===== config.mk =====
export PLATFORM = sky130hd
export DESIGN_NAME = fpu_issue_unit
export DESIGN_NICKNAME = d
export VERILOG_FILES = /design/src/rtl/fpu_if_pkg.sv /design/src/rtl/axis_hold_slot.sv /design/src/rtl/fpu_issue_unit.sv
export SDC_FILE = /design/constraint.sdc
export NUM_CORES = 1
export LEC_CHECK = 0
export ABC_CLOCK_PERIOD_IN_PS = 5900
export CAP_MARGIN = 10
export CORE_MARGIN = 5
export CORE_UTILIZATION = 43
export DETAILED_ROUTE_END_ITERATION = 12
export PLACE_DENSITY = 0.8
export REMOVE_ABC_BUFFERS = 1
export SETUP_SLACK_MARGIN = 0.02
export SYNTH_ARGS = -nofsm -noshare
export SYNTH_HDL_FRONTEND = slang
export SYNTH_SLANG_ARGS = --single-unit

===== constraint.sdc =====
create_clock -name clk_i -period 5.9 [get_ports clk_i]
set_input_delay 0.59 -clock clk_i [delete_from_list [all_inputs] [get_ports clk_i]]
set_output_delay 0.59 -clock clk_i [all_outputs]
set_load 0.005 [all_outputs]

===== src/rtl/fpu_if_pkg.sv =====
// Shared types for the FPU issue path: FSM state encoding and the canonical quiet NaN.
package fpu_if_pkg;

  typedef enum logic [1:0] {
    StIdle,
    StIssue,
    StWait,
    StDone
  } state_e;

  localparam logic [31:0] QNAN = 32'h7FC0_0000;

endpackage


===== src/rtl/axis_hold_slot.sv =====
// One AXIS source channel: latches an operand, holds tvalid/tdata until its own handshake.
module axis_hold_slot #(
  parameter int unsigned XLEN = 32
) (
  input  logic            clk_i,
  input  logic            rst_i,
  input  logic            load_i,
  input  logic [XLEN-1:0] data_i,
  input  logic            tready_i,
  output logic            tvalid_o,
  output logic [XLEN-1:0] tdata_o,
  output logic            drained_o
);

  logic            tvalid_q;
  logic [XLEN-1:0] tdata_q;

  always_ff @(posedge clk_i or posedge rst_i) begin
    if (rst_i) begin
      tvalid_q <= 1'b0;
      tdata_q  <= '0;
    end else if (load_i) begin
      tvalid_q <= 1'b1;
      tdata_q  <= data_i;
    end else if (tvalid_q && tready_i) begin
      tvalid_q <= 1'b0;
    end
  end

  assign tvalid_o  = tvalid_q;
  assign tdata_o   = tdata_q;
  // Channel has nothing outstanding after this edge.
  assign drained_o = !tvalid_q || tready_i;

endmodule


===== src/rtl/fpu_issue_unit.sv =====
// Issues three operands to an FMA core over AXIS, waits for the result with a timeout.
module fpu_issue_unit
  import fpu_if_pkg::*;
#(
  parameter int unsigned XLEN    = 32,
  parameter int unsigned TIMEOUT = 1024
) (
  input  logic            clk_i,
  input  logic            rst_i,
  input  logic            valid_i,
  input  logic [XLEN-1:0] dataA_i,
  input  logic [XLEN-1:0] dataB_i,
  input  logic [XLEN-1:0] dataC_i,
  output logic            result_valid_o,
  output logic [XLEN-1:0] result_data_o,
  output logic            busy_o,
  output logic            a_tvalid_o,
  output logic [XLEN-1:0] a_tdata_o,
  input  logic            a_tready_i,
  output logic            b_tvalid_o,
  output logic [XLEN-1:0] b_tdata_o,
  input  logic            b_tready_i,
  output logic            c_tvalid_o,
  output logic [XLEN-1:0] c_tdata_o,
  input  logic            c_tready_i,
  input  logic            r_tvalid_i,
  input  logic [XLEN-1:0] r_tdata_i,
  output logic            r_tready_o,
  output logic            ovf_o,
  output logic            timeout_o,
  output logic [31:0]     perf_busy_o
);

  localparam int unsigned CntW = $clog2(TIMEOUT + 1);

  state_e            state_q, state_d;
  logic [CntW-1:0]   wait_cnt_q;
  logic [XLEN-1:0]   result_q;
  logic              ovf_q, timeout_q;
  logic [31:0]       perf_q;
  logic              load;
  logic              a_drained, b_drained, c_drained, all_drained;
  logic              wait_expired;

  assign load         = (state_q == StIdle) && valid_i;
  assign all_drained  = a_drained && b_drained && c_drained;
  // A real result in the same cycle takes precedence over the timeout.
  assign wait_expired = (state_q == StWait) && !r_tvalid_i &&
                        (wait_cnt_q == CntW'(TIMEOUT - 1));

  axis_hold_slot #(.XLEN(XLEN)) u_slot_a (
    .clk_i     (clk_i),
    .rst_i     (rst_i),
    .load_i    (load),
    .data_i    (dataA_i),
    .tready_i  (a_tready_i),
    .tvalid_o  (a_tvalid_o),
    .tdata_o   (a_tdata_o),
    .drained_o (a_drained)
  );

  axis_hold_slot #(.XLEN(XLEN)) u_slot_b (
    .clk_i     (clk_i),
    .rst_i     (rst_i),
    .load_i    (load),
    .data_i    (dataB_i),
    .tready_i  (b_tready_i),
    .tvalid_o  (b_tvalid_o),
    .tdata_o   (b_tdata_o),
    .drained_o (b_drained)
  );

  axis_hold_slot #(.XLEN(XLEN)) u_slot_c (
    .clk_i     (clk_i),
    .rst_i     (rst_i),
    .load_i    (load),
    .data_i    (dataC_i),
    .tready_i  (c_tready_i),
    .tvalid_o  (c_tvalid_o),
    .tdata_o   (c_tdata_o),
    .drained_o (c_drained)
  );

  always_ff @(posedge clk_i or posedge rst_i) begin
    if (rst_i) begin
      state_q <= StIdle;
    end else begin
      state_q <= state_d;
    end
  end

  always_comb begin
    state_d = state_q;
    unique case (state_q)
      StIdle:  if (valid_i) state_d = StIssue;
      StIssue: if (all_drained) state_d = StWait;
      StWait:  if (r_tvalid_i || wait_expired) state_d = StDone;
      StDone:  state_d = StIdle;
      default: state_d = StIdle;
    endcase
  end

  always_comb begin
    busy_o         = (state_q != StIdle);
    r_tready_o     = (state_q == StWait);
    result_valid_o = (state_q == StDone);
  end

  always_ff @(posedge clk_i or posedge rst_i) begin
    if (rst_i) begin
      wait_cnt_q <= '0;
      result_q   <= '0;
      ovf_q      <= 1'b0;
      timeout_q  <= 1'b0;
      perf_q     <= '0;
    end else begin
      if (state_q == StIssue && all_drained) begin
        wait_cnt_q <= '0;
      end else if (state_q == StWait) begin
        wait_cnt_q <= wait_cnt_q + CntW'(1);
      end
      if (state_q == StWait && r_tvalid_i) begin
        result_q <= r_tdata_i;
      end else if (wait_expired) begin
        result_q  <= XLEN'(QNAN);
        timeout_q <= 1'b1;
      end
      if (valid_i && state_q != StIdle) begin
        ovf_q <= 1'b1;
      end
      if (busy_o && perf_q != 32'hFFFF_FFFF) begin
        perf_q <= perf_q + 32'd1;
      end
    end
  end

  assign result_data_o = result_q;
  assign ovf_o         = ovf_q;
  assign timeout_o     = timeout_q;
  assign perf_busy_o   = perf_q;

endmodule


# Word-level counts from Yosys, hierarchy flattened
# Index checks and enable logic that the tools add are counted.
[totals] inputBits=135 ff_bits=178
[classes] n_eq_ne=8 n_bitwise=1 n_addsub=2 mux=14 reduce_logical=29
[op_table] op="$mux W32" count=2
[op_table] op="$add A32 B1 Y32 const B" count=1
[op_table] op="$ne A32 B32 Y1 const B" count=1
[op_table] op="$mux W11" count=2
[op_table] op="$logic_and A1 B1 Y1" count=12
[op_table] op="$reduce_bool A2 Y1" count=6
[op_table] op="$add A11 B1 Y11 const B" count=1
[op_table] op="$eq A11 B10 Y1 const B" count=1
[op_table] op="$pmux W2 S4" count=1
[op_table] op="$mux W1" count=6
[op_table] op="$mux W2" count=3
[op_table] op="$eq A2 B2 Y1 const B" count=2
[op_table] op="$logic_not A1 Y1" count=4
[op_table] op="$logic_or A1 B1 Y1" count=4
[op_table] op="$ne A2 B2 Y1 const B" count=2
[op_table] op="$reduce_and A3 Y1" count=1
[op_table] op="$eq A2 B1 Y1 const B" count=1
[op_table] op="$logic_not A2 Y1" count=1
[op_table] op="$ne A2 B1 Y1 const B" count=1
[op_table] op="$reduce_and A2 Y1" count=1
[op_table] op="$not A1 Y1" count=1

# Longest topological paths before layout
# Gate-level depths: netlist of run 1.
[logic_depth] word_depth=6 mapped_depth=9 mapped_depth_nobuf=7

# By module
# Synthesis of run 1 repeated with hierarchy kept, for this count alone.
[unflattened] cells_unflattened=517 hier_area_um2=7613.6
[modules_own_cells] module="axis_hold_slot" n_inst=3 area_per_inst_um2=1382.6 cells_per_inst=72
[modules_own_cells] module="fpu_issue_unit" n_inst=1 area_per_inst_um2=3465.8 cells_per_inst=301

# Worst setup path before layout of run 1
# No wires, ideal clock.
[synth_timing] kind="register to register" start="register state_q[0]" end="register result_q[0], in the netlist result_data_o[0]" path_buffers=3 path_stages_with_launch=10 setup_time_ns=0.117 setup_slack_ns=3.947 t_required_ns=5.783 t_arrival_ns=1.836 synth_period_minus_slack_ns=1.953 path_cell_list="dfrtp_1 -> inv_1 -> ha_1 -> buf_2 -> nand2b_1 -> or4_4 -> buf_6 -> buf_6 -> nand3_1 -> nand2_1"
[synth_between] elab_chain_cells=4 word_cells_on_any_way=6 cone_classes="eq/ne (1); mux (1); reduce/logical (4)"
[synth_lines] element="start, declared" line="fpu_issue_unit.sv:36" rtl="state_e state_q, state_d;"
[synth_lines] element="start signal, assigned" line="fpu_issue_unit.sv:86" rtl="state_q <= StIdle;"
[synth_lines] element="start signal, assigned" line="fpu_issue_unit.sv:88" rtl="state_q <= state_d;"
[synth_lines] element="$eq A2 B2 Y1 *"
[synth_lines] element="named net r_tready_o" line="fpu_issue_unit.sv:28" rtl="output logic r_tready_o,"
[synth_lines] element="$logic_and A1 B1 Y1 (2 in a row)" line="fpu_issue_unit.sv:48" rtl="assign wait_expired = (state_q == StWait) && !r_tvalid_i &&"
[synth_lines] element="$reduce_bool A2 Y1 (no line)"
[synth_lines] element="end signal, assigned" line="fpu_issue_unit.sv:123" rtl="result_q <= r_tdata_i;"
[synth_lines] element="end signal, assigned" line="fpu_issue_unit.sv:125" rtl="result_q <= XLEN'(QNAN);"
[synth_lines] element="end, declared" line="fpu_issue_unit.sv:38" rtl="logic [XLEN-1:0] result_q;"
# Mark *: on every way through the listed nets, which the timed path passes. The rest lies on a longest branch.
# A chain may end at the register's enable or synchronous reset.

# Worst setup path after layout of run 1
[layout_timing] start="register state_q[0]" end="register u_slot_b.tdata_q[12], in the netlist u_slot_b.tdata_o[12]"
[layout_between] elab_chain_cells=2
[layout_lines] element="$logic_not A2 Y1" line="fpu_issue_unit.sv:45" rtl="assign load = (state_q == StIdle) && valid_i;"
[layout_lines] element="$logic_and A1 B1 Y1" line="fpu_issue_unit.sv:45"
[layout_lines] element="end signal, assigned" line="axis_hold_slot.sv:24" rtl="tdata_q <= data_i;"
[layout_lines] element="end, declared" line="axis_hold_slot.sv:16" rtl="logic [XLEN-1:0] tdata_q;"
# No other way between the ends.

==> impl_metrics.csv, run 1 <==
group,metric,value,unit
floorplanning,fp-row-count,47,
place,gp_congestion,0.8191,
sta,relSlewSlack,0.2039,
worst_setup_path,critPathTopFamily,"buffers and inverters",
pwr,p_seq_frac,0.378,
clock_tree,cts.reportedPaths.clkPinSlew,0.07,ns
clock_tree,postCtsSetupBuffers,0,
clock_tree,cts_sinks,178,
clock_tree,clockBufferDepth,2,
global_routing,grt_pass1_vias,5513,
worst_setup_path,cp_num_buf_inv,2,
sta,setup_violations,0,
synth,syn_avg_cell_area,12.70,um2
global_routing,gr-total-overflow,0,
sta,worst_pin_slew,1.194,ns
pwr,p_sw,0.001466,W
global_routing,grt_pass1_wl,31180,um
worst_setup_path,rrSetupSlack,3.30,ns
place,io_buffers,302,
synth,synth_edf_count,0,
worst_setup_path,arrival,2.90,ns
worst_setup_path,critical_path.cell_chain,"inv_1, ha_1, nand2_4, buf_4, mux2_2",
routing,wl,19650,um
sta,tns,0,ns
place,dp_hpwl,14440,um
routing,routed_via_density,4.943,
pwr,power.density,472.6,nW/um2
clock_tree,cts_max_level,4,
worst_setup_path,path_class,"reg -> reg",
pwr,power_frac_clock,0.229,
routing,vias,5467,
min_path,min_path_type,"reg -> reg",
worst_setup_path,cpPeakStageDelay,0.66,ns
worst_setup_path,end_kind,"flop",
run,drv_cap,0,
min_path,worstHoldEndpoint,"ovf_o",
routing,ant_nets,0,
clock_tree,cts_tree,"built",
worst_setup_path,timing.rr.end,"u_slot_b.tdata_o[12]",
floorplanning,core,16580,um2
routing,firstDrtPassIters,6,
clock_tree,cts_buffers,17,
layout,fin_nets,1016,
floorplanning,ios,303,
layout,area_growth,52.75,%
clock_tree,postCtsHoldBufs,0,
sta,finalClockSkew,0.01169,ns
synth,synth-main-ff-cell,"dfrtp_1",
routing,wl_per_cell,17.77,um
synth,ys_top_cells_by_count,"dfrtp_1, mux2_2, nand2_1",
synth,netlist_area,7287,um2
outcome,status,"completed",
place,post-place-ws,3.009,ns
synth,yosysTopAreaCellShare,0.6113,
clock_tree,worstSkewPairLatency,0.42,ns
worst_setup_path,worst_ep_required_time,6.20,ns
worst_setup_path,slowest_stage,"buf_4",
worst_setup_path,cp-start-kind,"flop",
worst_setup_path,path_max_fanout,53,
synth,syn-instance-count,574,
synth,synthArstFlopShare,1.000,
sta,hold_viol,0,
min_path,hold_start,"ovf_o",
synth,seq_area_frac_synth,0.6113,
layout,drive_above_1_share,0.1659,
sta,rsz0062_at_grt,"no",
worst_setup_path,cp.depth,5,
pwr,p_int,0.003794,W
global_routing,grt_antenna_before_repair,0,
synth,synth.distinct_cells,41,
sta,fmax,385.2,MHz
floorplanning,die_h,140.2,um
floorplanning,initial_core_util,0.4394,
sta,period_share,0.4400,
clock_tree,cts.root.buffer_cell,"clkbuf_16",
pwr,p_sw_frac,0.2787,
routing,drcViolationCount,0,
synth,yosys.area.top_type,"dfrtp_1",
sta,worst_slack,3.304,ns
synth,yosys_warnings,0,
synth,synth_most_common_cell,"dfrtp_1",
pwr,peakVddDrop,0.2657,mV
worst_setup_path,worstReg2RegStart,"state_q[0]",
worst_setup_path,ff2ff_path_depth,5,
synth,ys_ff_latch,178,
global_routing,grt_max_degree,97,
floorplanning,die_w,140.2,um
pwr,combPwrFrac,0.393,
layout,diodes,0,
floorplanning,dieArea,19650,um2
min_path,min_delay_path_depth,1,
sta,final_max_slew_viol_count,0,
global_routing,track_usage,0.2005,
sta,min_period,2.596,ns
pwr,power_leakage,4.824,nW
clock_tree,cts_resized,0,
pwr,total_power,0.005260,W
synth,synth_top_cells_by_area,"dfrtp_1, mux2_2, nand2_1",
routing,drt_iter0_markers,192,
==> worst reg2reg max path, delay by kind of cell, from the launching register on <==
| kind | cells | cell delay (ns) |
|---|---|---|
| buffers and inverters | 2 | 0.77 |
| AND/OR/NAND/NOR | 1 | 0.51 |
| multiplexers | 1 | 0.50 |
| flip-flops | 1 | 0.37 |
| adder cells (fa/ha/maj) | 1 | 0.33 |
==> power groups by stage <==
stage | registers (W) | logic (W) | clock network, W
finish | 0.00199 | 0.00206 | 0.00121
global route | 0.00205 | 0.00223 | 0.00129
CTS | 0.00199 | 0.00211 | 0.00123
detailed placement | 0.00201 | 0.00210 | 0
global placement | 0.00199 | 0.00205 | 0
floorplan | 0.00203 | 0.000784 | 0
==> metrics by stage <==
| step | std cells | hold WS (ns) | area [um2] | util |
|---|---|---|---|---|
| after floorplan | 549 | 0.4510 | 7157 | - |
| after global placement | 1075 | 0.4436 | 10500 | 0.6330 |
| after detailed placement | 1075 | 0.4466 | 10500 | 0.6330 |
| after CTS | 1106 | 0.4710 | 11130 | 0.6712 |
| after global routing | 1106 | 0.5093 | 11130 | 0.6712 |
| final | 1106 | 0.4676 | 11130 | 0.6712 |
==> how the worst max path moves through the flow <==
stage / from / endpoint / slack, ns
2_1_floorplan: rst_i / ovf_o / 0.48
3_3_place_gp: valid_i / u_slot_b.tdata_o[8] / 3.03
3_5_place_dp: valid_i / u_slot_b.tdata_o[12] / 3.01
4_1_cts: state_q[0] / u_slot_b.tdata_o[12] / 3.27
5_1_grt: state_q[0] / busy_o / 3.15
6_report: state_q[0] / u_slot_b.tdata_o[12] / 3.30
==> cell type report <==
cell class	count	area [um2]
clock buffers	20	456.7
clock inverters	11	176.4
fillers	1285	5453
inverters	6	27.53
multi-input cells	365	2688
flip-flops and latches	178	4454
well taps	220	275.3
repair buffers	306	3053
==> cell usage in the layout (no fill, tap or decap), types with 5 or more instances in the layout <==
cell type        instances
and3_1                   5
and4_1                   5
clkbuf_16               17
clkdlybuf4s50_1        302
dfrtp_1                178
ha_1                     7
inv_1                    5
mux2_2                  99
nand2_1                 73
nand2b_1                 7
nand3_1                 37
nand4_1                 23
nor2_1                  32
nor3_1                   7
xnor2_1                 20
xor2_1                  16
==> sequential cells by signal, summed over array words and instances (netlist names) <==
signal             count
ovf_o                  1
perf_busy_o           32
result_data_o         32
state_q                2
timeout_o              1
u_slot_a.tdata_o      32
u_slot_a.tvalid_o      1
u_slot_b.tdata_o      32
u_slot_b.tvalid_o      1
u_slot_c.tdata_o      32
u_slot_c.tvalid_o      1
wait_cnt_q            11
==> per-layer routing <==
| metal | GRT usage | vias to the layer above | wire [um] |
|---|---|---|---|
| met5 | 0 | - | 0 |
| met2 | 0.3405 | 182 | 9973 |
| met1 | 0.2539 | 2672 | 8241 |
| li1 | - | 2587 | - |
| met4 | 0.06017 | 0 | 371 |
| met3 | 0.05044 | 26 | 1065 |
==> kinds of logic after synthesis <==
kind of cell / share of synthesized area
mux: 0.1557
buf+inv: 0.02095
simple gates: 0.1399
fa+ha+maj: 0.01202
xor+xnor: 0.04327
compound gates: 0.01683
flops: 0.6113
Power figures use the tool's default switching activity.
==> run 2: changes to the inputs <==
--- a/config.mk
+++ b/config.mk
@@ -5,12 +5,12 @@
 export SDC_FILE = /design/constraint.sdc
 export NUM_CORES = 1
 export LEC_CHECK = 0
-export ABC_CLOCK_PERIOD_IN_PS = 5900
+export ABC_CLOCK_PERIOD_IN_PS = 2300
 export CAP_MARGIN = 10
 export CORE_MARGIN = 5
-export CORE_UTILIZATION = 43
+export CORE_UTILIZATION = 39
 export DETAILED_ROUTE_END_ITERATION = 12
-export PLACE_DENSITY = 0.8
+export PLACE_DENSITY = 0.77
 export REMOVE_ABC_BUFFERS = 1
 export SETUP_SLACK_MARGIN = 0.02
 export SYNTH_ARGS = -nofsm -noshare
==> constraint.sdc (replaced) <==
create_clock -name clk_i -period 2.3 [get_ports clk_i]
set_input_delay 0.23 -clock clk_i [delete_from_list [all_inputs] [get_ports clk_i]]
set_output_delay 0.23 -clock clk_i [all_outputs]
set_load 0.005 [all_outputs]
==> impl_metrics.csv, run 2 (synthesis gave the netlist of run 1 again) <==
group,metric,value,unit
routing,highest_layer,"met4",
pwr,p_seq_frac,0.382,
pwr,p_int,0.009459,W
sta,final_max_slew_viol_count,0,
worst_setup_path,cp-start-kind,"flop",
global_routing,track_usage,0.1834,
clock_tree,cts_sinks,178,
worst_setup_path,critical_path.cell_chain,"inv_1, ha_2, inv_1, clkdlybuf4s50_1",
pwr,peakVddDrop,0.5278,mV
sta,min_period,2.092,ns
sta,period_share,0.9094,
place,io_buffers,302,
global_routing,gr-total-overflow,0,
sta,worst_pin_slew,0.5111,ns
place,post-place-ws,0.3400,ns
worst_setup_path,worst_ep_required_time,2.07,ns
routing,firstDrtPassIters,4,
floorplanning,dieArea,21520,um2
routing,wl_per_cell,17.53,um
sta,fmax,478.1,MHz
routing,vias,5547,
worst_setup_path,path_class,"reg -> out",
floorplanning,core,18580,um2
floorplanning,initial_core_util,0.3922,
run,drv_cap,0,
layout,final_common_cell,"clkdlybuf4s50_1",
clock_tree,cts.root.buffer_cell,"clkbuf_16",
place,gp_congestion,0.8017,
layout,area_growth,54.22,%
layout,layout_common_cells,"clkdlybuf4s50_1, dfrtp_1, mux2_2",
routing,drcViolationCount,0,
pwr,combPwrFrac,0.405,
routing,dr_wl_met2,10130,um
floorplanning,ios,303,
routing,routed_via_density,4.900,
min_path,min_path_type,"in -> async",
global_routing,grt_pass1_vias,5701,
clock_tree,clockBufferDepth,2,
sta,relSlewSlack,0.6593,
routing,wl,19850,um
sta,hold_viol,0,
clock_tree,cts_max_level,4,
pwr,p_sw_frac,0.2891,
layout,drive_above_1_share,0.1771,
clock_tree,cts_buffers,17,
worst_setup_path,end_kind,"output pin",
worst_setup_path,path_common_cell,"inv_1",
sta,hold_ws,0.2418,ns
routing,wl_met1,7955,um
worst_setup_path,ff2ff_path_depth,6,
clock_tree,cts_tree,"built",
place,dp_hpwl,14800,um
worst_setup_path,path_max_fanout,7,
global_routing,grt_pass1_wl,31570,um
routing,ant_nets,0,
worst_setup_path,arrival,1.86,ns
pwr,p_sw,0.003847,W
global_routing,grt_antenna_before_repair,0,
layout,fin_util,0.6048,
clock_tree,cts.reportedPaths.clkPinSlew,0.07,ns
floorplanning,die_w,146.7,um
sta,rsz0062_at_grt,"no",
worst_setup_path,slowest_stage,"clkdlybuf4s50_1",
pwr,power_leakage,4.861,nW
layout,diodes,0,
clock_tree,worstSkewPairLatency,0.42,ns
routing,wl_met3,1312,um
layout,num-fill-cells,1548,
pwr,power_frac_clock,0.212,
worst_setup_path,worstReg2RegStart,"state_q[0]",
clock_tree,postCtsSetupBuffers,0,
pwr,power.density,1184,nW/um2
routing,drt_iter0_markers,255,
worst_setup_path,startpoint,"state_q[0]",
sta,worst_slack,0.2083,ns
global_routing,grt_max_degree,52,
sta,finalClockSkew,0.01436,ns
floorplanning,die_h,146.7,um
worst_setup_path,cpPeakStageDelay,0.48,ns
outcome,status,"completed",
floorplanning,fp-row-count,50,
sta,setup_violations,0,
layout,fin_nets,1027,
## run 2: changes by cell type in the layout (fill, tap and decap cells not counted), moves of 2 or more
| cell | change |
|---|---|
| buf_4 | +6 |
| buf_12 | +5 |
| bufinv_16 | -3 |
| clkinvlp_4 | +3 |
| clkbuf_8 | -2 |
| inv_8 | +2 |
## run 2: timing repair
item                       in CTS  in global routing
resized for setup               0                  1
setup endpoints to repair       0                  1
hold endpoints to repair        0                  0
hold buffers                    0                  0
## run 2: final cells by class
class / count / area (um2) / share of cell area
clock buffers: 19 / 432.9 / 0.03852
repair buffers: 317 / 3198 / 0.2846
well taps: 234 / 292.8 / 0.02605
multi-input cells: 365 / 2690 / 0.2394
inverters: 6 / 27.53 / 0.002449
clock inverters: 13 / 142.6 / 0.01269
flip-flops and latches: 178 / 4454 / 0.3963
## run 2: critical path: cells and delay by family (launching register included)
family	cells	cell delay [ns]
DFF	1	0.41
buffers and inverters	3	0.74
adders and majority gates	1	0.30
## run 2: path summary, 6_finish.rpt
path | end | slack, ns
setup / recovery | busy_o | 0.21
hold / removal | u_slot_a.tdata_o[12] | 0.24
setup reg to reg | result_data_o[14] | 0.39
hold reg to reg | ovf_o | 0.46
max in group asynchronous | u_slot_a.tdata_o[18] | 1.46
min in group clk_i | result_data_o[4] | 0.34
## run 2: power by group through the flow
stage	clock network [W]	registers, W	logic [W]
after floorplan	0	0.00520	0.00201
after global routing	0.00303	0.00526	0.00581
final	0.00282	0.00509	0.00539
after global placement	0	0.00508	0.00538
after detailed placement	0	0.00514	0.00548
after CTS	0.00291	0.00509	0.00549
## run 2: through the flow
stage               instance area [um2]  instances  setup TNS [ns]  power [W]
global placement                  10660       1100               0    0.01046
finish                            11240       1132               0    0.01331
detailed placement                10660       1100               0    0.01062
global route                      11240       1132               0    0.01411
floorplan                          7157        549         -597.10   0.007215
CTS                               11240       1132               0    0.01350
## run 2: per-layer routing
metal  vias up  track usage
li1       2600            -
met4         0      0.05644
met2       183       0.3132
met1      2731       0.2250
met3        33      0.05429
met5         -            0
